$ cat src/rtl/seg7_pkg.sv
// Shared segment constants and BCD decode for the seg7 scan driver.
// Segment order {a,b,c,d,e,f,g}, bit 6 = a, active-low.
package seg7_pkg;

  localparam logic [6:0] SEG_OFF = 7'b1111111;
  localparam logic [6:0] SEG_0   = 7'b0000001;
  localparam logic [6:0] SEG_1   = 7'b1001111;
  localparam logic [6:0] SEG_2   = 7'b0010010;
  localparam logic [6:0] SEG_3   = 7'b0000110;
  localparam logic [6:0] SEG_4   = 7'b1001100;
  localparam logic [6:0] SEG_5   = 7'b0100100;
  localparam logic [6:0] SEG_6   = 7'b0100000;
  localparam logic [6:0] SEG_7   = 7'b0001111;
  localparam logic [6:0] SEG_8   = 7'b0000000;
  localparam logic [6:0] SEG_9   = 7'b0000100;

  // Non-BCD codes 10..15 render dark.
  function automatic logic [6:0] seg7_dec(input logic [3:0] d);
    case (d)
      4'd0:    return SEG_0;
      4'd1:    return SEG_1;
      4'd2:    return SEG_2;
      4'd3:    return SEG_3;
      4'd4:    return SEG_4;
      4'd5:    return SEG_5;
      4'd6:    return SEG_6;
      4'd7:    return SEG_7;
      4'd8:    return SEG_8;
      4'd9:    return SEG_9;
      default: return SEG_OFF;
    endcase
  endfunction

endpackage

$ cat src/rtl/seg7_decode.sv
// Combinational BCD to active-low 7-segment decoder.
// Ports: bcd_i (4-bit digit), seg_o ({a..g}, active-low).
module seg7_decode
  import seg7_pkg::*;
(
  input  logic [3:0] bcd_i,
  output logic [6:0] seg_o
);

  always_comb begin
    seg_o = seg7_dec(bcd_i);
  end

endmodule

$ cat src/rtl/seg7_scan_driver.sv
// Time-multiplexed DIGITS-digit common-anode 7-segment scan driver.
// Ports: iClk, irst (async active-low), iBCD/iLoad (shadow capture),
//   iBlank (force dark), oSeg/oAn (active-low, registered), oIdx.
// Optional macro SEG7_LZB_EN enables leading-zero blanking.
module seg7_scan_driver
  import seg7_pkg::*;
#(
  parameter int DIGITS   = 4,
  parameter int SCAN_DIV = 50000,
  parameter int DEAD_CYC = 500
) (
  input  logic                  iClk,
  input  logic                  irst,
  input  logic [4*DIGITS-1:0]   iBCD,
  input  logic                  iLoad,
  input  logic                  iBlank,
  output logic [6:0]            oSeg,
  output logic [DIGITS-1:0]     oAn,
  output logic [2:0]            oIdx
);

  localparam int CW = (SCAN_DIV > 1) ? $clog2(SCAN_DIV) : 1;
  localparam logic [CW-1:0] CNT_MAX = CW'(SCAN_DIV - 1);
  localparam logic [CW-1:0] DEAD    = CW'(DEAD_CYC);
  localparam logic [2:0]    IDX_MAX = 3'(DIGITS - 1);

  logic [4*DIGITS-1:0] shadow_q, shadow_d;
  logic [CW-1:0]       cnt_q, cnt_d;
  logic [2:0]          idx_q, idx_d;
  logic [6:0]          seg_q, seg_d;
  logic [DIGITS-1:0]   an_q, an_d;
  logic [2:0]          oidx_q;

  logic [3:0]          dig;
  logic [6:0]          dig_seg;
  logic [DIGITS-1:0]   supp;
  logic                supp_cur;
  logic                lit;
`ifdef SEG7_LZB_EN
  logic                nz;
`endif

  // Digit select and leading-zero suppression mask.
  // Constant-index loops keep the mux free of wide variable selects.
  always_comb begin
    dig      = 4'd0;
    supp_cur = 1'b0;
    supp     = '0;
`ifdef SEG7_LZB_EN
    nz = 1'b0;
    for (int k = DIGITS - 1; k >= 1; k--) begin
      nz      = nz | (shadow_q[4*k +: 4] != 4'd0);
      supp[k] = ~nz;
    end
`endif
    for (int k = 0; k < DIGITS; k++) begin
      if (idx_q == 3'(k)) begin
        dig      = shadow_q[4*k +: 4];
        supp_cur = supp[k];
      end
    end
  end

  seg7_decode u_dec (
    .bcd_i (dig),
    .seg_o (dig_seg)
  );

  always_comb begin
    shadow_d = iLoad ? iBCD : shadow_q;
    cnt_d    = cnt_q + CW'(1);
    idx_d    = idx_q;
    if (cnt_q == CNT_MAX) begin
      cnt_d = '0;
      idx_d = (idx_q == IDX_MAX) ? 3'd0 : idx_q + 3'd1;
    end
  end

  // Dead time at slot start keeps the previous anode from ghosting.
  always_comb begin
    lit  = ~iBlank & (cnt_q >= DEAD) & ~supp_cur;
    an_d = '1;
    for (int k = 0; k < DIGITS; k++) begin
      if (lit && idx_q == 3'(k)) an_d[k] = 1'b0;
    end
    seg_d = lit ? dig_seg : SEG_OFF;
  end

  always_ff @(posedge iClk or negedge irst) begin
    if (!irst) begin
      shadow_q <= '0;
      cnt_q    <= '0;
      idx_q    <= 3'd0;
      seg_q    <= SEG_OFF;
      an_q     <= '1;
      oidx_q   <= 3'd0;
    end else begin
      shadow_q <= shadow_d;
      cnt_q    <= cnt_d;
      idx_q    <= idx_d;
      seg_q    <= seg_d;
      an_q     <= an_d;
      oidx_q   <= idx_q;
    end
  end

  assign oSeg = seg_q;
  assign oAn  = an_q;
  assign oIdx = oidx_q;

endmodule

$ cat config.mk
export PLATFORM = sky130hd
export DESIGN_NAME = seg7_scan_driver
export DESIGN_NICKNAME = d
export VERILOG_FILES = /design/src/rtl/seg7_pkg.sv /design/src/rtl/seg7_decode.sv /design/src/rtl/seg7_scan_driver.sv
export SDC_FILE = /design/constraint.sdc
export NUM_CORES = 1
export LEC_CHECK = 0
export CORE_MARGIN = 2
export CORE_UTILIZATION = 30
export DETAILED_ROUTE_END_ITERATION = 10
export GPL_TIMING_DRIVEN = 0
export SYNTH_ARGS = -nofsm -noshare
export SYNTH_HDL_FRONTEND = slang
export SYNTH_SLANG_ARGS = --single-unit
$ cat constraint.sdc
create_clock -name iClk -period 1.85 [get_ports iClk]
set_input_delay 0.185 -clock iClk [delete_from_list [all_inputs] [get_ports iClk]]
set_output_delay 0.185 -clock iClk [all_outputs]
set_load 0.01 [all_outputs]
# Word level (Yosys, flattened, before mapping)
# Memories as Yosys holds them, arrays and structs flattened.
# Cells that the tools add are included.
[word_totals]
regBits = 49
mem_bits_ro = 112
out_inout_bits = 14
memories = 1
[mem_list]
columns = ["name", "depth", "word_bits", "rd", "rd_clocked_by_memory_dff", "wr", "line_no", "rtl"]
rows = [
  ["(no name shown)", 16, 7, 1, 0, 0, "seg7_pkg.sv:19", "case (d)"],
]
[op_classes]
addsub = 2
order_cmp = 1
n_eq_ne = 4
mux = 11
bitwise = 2
n_reduce_logical = 5
[ops]
columns = ["operator", "count"]
rows = [
  ["$add A16 B1 Y16 const B", 1],
  ["$eq A16 B16 Y1 const B", 1],
  ["$ge A16 B9 Y1 const B", 1],
  ["$mux W16", 1],
  ["$mux W4", 4],
  ["$mux W7", 1],
  ["$eq A3 B2 Y1 const B", 2],
  ["$logic_and A1 B1 Y1", 4],
  ["$mux W1", 4],
  ["$add A3 B1 Y3 const B", 1],
  ["$eq A3 B1 Y1 const B", 1],
  ["$logic_not A3 Y1", 1],
  ["$mux W3", 1],
  ["$and A1 B1 Y1", 1],
  ["$not A1 Y1", 1],
]

# Longest topological paths before layout
# An unclocked memory read counts as a cell.
[depth]
ltp_word = 7
depth_mapped = 12
ltp_nobuf = 11

# Modules after synthesis
# From an unflattened synthesis, not the netlist that was laid out.
[unflattened]
hier_cells = 213
hier_area_um2 = 2363.5
[modules_own_cells]
columns = ["mod", "n_inst", "cells_per_inst", "area_per_inst_um2"]
rows = [
  ["seg7_scan_driver", 1, 180, 2153.3],
  ["seg7_decode", 1, 33, 210.2],
]

# Worst setup path after synthesis
# OpenSTA, ideal clock, no wires.
[synth_path]
path_kind = "register -> register"
from = "reg idx_q[0]"
to = "reg seg_q[0], in the netlist oSeg[0]"
setup_time_ns = 0.086
t_arrival_ns = 1.903
t_required_ns = 1.764
slack_ns = -0.138
stages_incl_launch_ff = 13
n_path_buf = 1
synth_period_minus_slack_ns = 1.988
path_cell_list = "dfrtp_1 > inv_1 > ha_1 > buf_6 > a21oi_1 > o21ai_0 > a22o_1 > nand2_1 > inv_1 > ha_1 > nor3_1 > o21ba_1 > o21ai_2"
[synth_between]
elab_chain_len = 7
word_cells_on_any_way = 10
classes_between = "eq/ne: 3; mux: 5; reduce/logical: 1; memory: 1"
[synth_rtl]
columns = ["element", "line_no", "rtl"]
rows = [
  ["start, declared", "seg7_scan_driver.sv:29", "logic [2:0] idx_q, idx_d;"],
  ["start signal, assigned", "seg7_scan_driver.sv:100", "idx_q <= idx_d;"],
  ["$logic_not A3 Y1", "seg7_scan_driver.sv:57", "if (idx_q == 3'(k)) begin"],
  ["$mux W4 (3 in a row)", "seg7_scan_driver.sv:57", ""],
  ["$mux W4 (*)", "seg7_scan_driver.sv:57", ""],
  ["$mem_v2 Z16 W7 (*)", "n/a", ""],
  ["$mux W7 (*)", "seg7_scan_driver.sv:86", "seg_d = lit ? dig_seg : SEG_OFF;"],
  ["named net seg_d[0]", "seg7_scan_driver.sv:30", "logic [6:0] seg_q, seg_d;"],
  ["end signal, assigned", "seg7_scan_driver.sv:101", "seg_q <= seg_d;"],
  ["end, declared", "seg7_scan_driver.sv:30", ""],
]
# The timed path passes the listed nets; every way through them passes the cells marked *.
# A chain may end at the register's enable or synchronous reset.

# Worst setup path in the final report
[layout_path]
from = "reg idx_q[1]"
to = "reg seg_q[6], in the netlist oSeg[6]"
# The elaborated chain is that of the path after synthesis.

==> run_results.csv <==
group,metric,value,unit
outcome,status,"finished with violations",
outcome,failed_checks,"negative setup slack",
worst_setup_path,rrSetupSlack,-0.14,ns
yosys,syn_inst,208,
route,ant_nets,0,
timing,finalCriticalPeriod,1.99,ns
placed_design,portBuffers,32,
worst_setup_path,crit_path_cell_trace,"buf_6, ha_4, a21oi_2, o21ai_2, a22o_1, nand2_4, inv_4, ha_1, nor3_2, o31ai_2",
timing,timing.final.hold_violations,0,
timing,period_share,108,%
worst_setup_path,critPathTopFamily,"compound AO/OA/AOI/OAI gates",
clock_tree,cts_buffers,5,
global_routing,grt_usage,12.4,%
final_layout,utilization,43.3,%
floorplan,ioPinCount,34,
yosys,netlist_area,2430,um^2
power,p_total,2.23,mW
global_routing,grt_pass1_vias,1758,
final_layout,diodes,0,
yosys,synth_top_area_share,39.2,%
route,wl_per_cell,13.7,um
worst_setup_path,required,2.07,ns
placed_design,place_area,2910,um^2
yosys,synth-edff-count,0,
worst_setup_path,crit_path_max_incr_delay,0.47,ns
worst_setup_path,crit_type,"reg -> reg",
timing,fin_setup_tns,-0.800,ns
clock_tree,cts_buffer_depth,2,
worst_hold_path,min_path_type,"in -> async",
placed_design,dp.cells,343,
floorplan,fp.dieW,94.0,um
yosys,synth_seq_cells,49,
yosys,ys_top_cells_by_count,"dfrtp_1 (38), nand2_1 (21), mux2_2 (15)",
route,drt-vias-per-instance,4.69,
flow_run,maxCapViolCount,0,
worst_setup_path,path_buf_inv,2,
yosys,synth-warning-count,0,
floorplan,rows,32,
clock_tree,cts_num_sinks,49,
final_layout,syn_to_final_growth,38.5,%
route,drt_pre_antenna_iters,4,
power,p_int,1.71,mW
worst_setup_path,cp_max_fo,8,
final_layout,fillers,749,
final_layout,drive_above_1_share,39.5,%
global_routing,grt_overflow,0,
timing,hold_ws,0.318,ns
worst_setup_path,crit_path_top_delay_cell,"dfrtp_2",
final_layout,nNetsFinal,297,
yosys,synth_fp_nets,240,
final_layout,fin_area,3360,um^2
timing,slew_headroom,66.3,%
clock_tree,clk_latency,0.31,ns
placed_design,pre_cts_slack,-0.231,ns
timing,rsz0062_at_grt,"yes",
power,p_leak,1.38,nW
floorplan,start_util,31.2,%
global_routing,antenna_found_initial,0,
yosys,synth.most_common_cell,"dfrtp_1",
timing,slew_viol_final,0,
timing,worstMarginPinSlew,0.506,ns
route,num_vias,1726,
power,switching_share,23.3,%
worst_setup_path,critPathLaunchType,"flop",
worst_setup_path,worst_setup_path_end_kind,"flop",
timing,fmax,502,MHz
worst_setup_path,arrival,2.21,ns
clock_tree,cts_root_buf,"clkbuf_8",
clock_tree,cts_tree,"built",
final_layout,final_cell_count_no_fill,368,
power,pwr-share-clk,35.7,%
floorplan,die_h,94.0,um
clock_tree,htree_levels,2,
floorplan,dieArea,8830,um^2
yosys,syn_avg_cell_area,11.7,um^2
yosys,ys.flop_type,"dfrtp_1",
global_routing,grt_start_max_net_pins,36,
power,cellPowerDensity,662,nW/um^2
timing,timing.final.ws_setup,-0.142,ns
timing,skew,0.00474,ns
power,max-vdd-ir-drop,0.392,mV
yosys,async_flop_share,100,%
yosys,ys_top_cells_by_area,"dfrtp_1 (39%), dfstp_2 (12%), mux2_2 (7.0%)",
power,pwr-share-comb,13.7,%
placed_design,routabilityCongestion,0.795,
yosys,yosysSeqAreaShare,51.1,%
global_routing,grt_pass1_wl,8370,um
power,power_frac_seq,50.7,%
placed_design,dp_hpwl,3190,um
floorplan,core_area,7770,um^2
yosys,ys_types,49,
route,drc,0,
clock_tree,clkTransAtPathRegs,0.09,ns
route,drt_iter0_drc,60,
route,wl,5040,um
power,switchingPower,519,uW
yosys,yosys.area.top_type,"dfrtp_1",
timing,setup_viol,7,
==> per-layer routing <==
metal | track usage [%] | vias up | share of wire (%)
met4 | 6.88 | 0 | 2.1
met5 | 0 | - | 0
met3 | 2.89 | 7 | 2.9
li1 | - | 830 | -
met1 | 16.0 | 857 | 47
met2 | 19.2 | 32 | 48
==> cell usage in the layout (no fill, tap or decap), drive strengths merged, types with 2 or more instances in the layout <==
cell type,n
dfrtp,38
clkdlybuf4s50,31
buf,24
nand2,21
mux2,15
ha,12
dfstp,11
nor2,11
inv,11
o21ai,10
nor3,9
clkbuf,8
nand3,6
xor2,6
xnor2,6
and3,5
a21oi,5
nand4,4
o31ai,3
a211oi,3
nor3b,3
and2,3
nor2b,2
a22o,2
nand2b,2
o2111ai,2
==> final timing paths <==
check / from / to / cells after the start
min: irst / shadow_q[10] / 2
min reg2reg: cnt_q[0] / cnt_q[0] / 1
max in group asynchronous: irst / oAn[1] / 3
max: idx_q[1] / oSeg[6] / 10
min in group iClk: iLoad / shadow_q[0] / 2
max reg2reg: idx_q[1] / oSeg[6] / 10
==> cell families after synthesis <==
kind of cell / synth area share, %
AO/OA/AOI/OAI: 9.38
XOR/XNOR: 4.33
adder cells (fa/ha/maj): 6.19
buffers and inverters: 3.92
flip-flops: 51.1
multiplexers: 7.37
AND/OR/NAND/NOR: 17.7
==> final cells by class <==
cell class                      instances  area (um^2)  area share, %
Timing Repair Buffer                   52          492           14.6
Sequential cell                        49         1240           37.0
Inverter                               11         51.3           1.53
Clock buffer                            7         86.3           2.57
Buffer                                  5         41.3           1.23
Multi-Input combinational cell        141         1290           38.4
Clock inverter                          1         30.0          0.893
Tap cell                              102          128           3.80
==> power groups by stage <==
stage	clock (mW)	combinational [mW]	sequential, mW
final	0.795	0.304	1.13
after global routing	0.872	0.330	1.13
after CTS	0.820	0.277	1.13
after detailed placement	0	0.229	1.15
after global placement	0	0.222	1.15
after floorplan	0	0.139	1.14
==> registers in the layout, summed over array words and instances (netlist names) <==
register	cells
shadow_q	16
cnt_q	16
oIdx	3
idx_q	3
oAn	4
oSeg	7
==> repair_timing <==
action | 4_1_cts | 5_1_grt
gates resized for setup | 32 | 17
hold endpoints to repair | 13 | 0
setup buffers | 14 | 4
pin swaps | 15 | 13
hold buffers | 1 | 0
setup endpoints to repair | 7 | 9
Power figures use the tool's default switching activity.
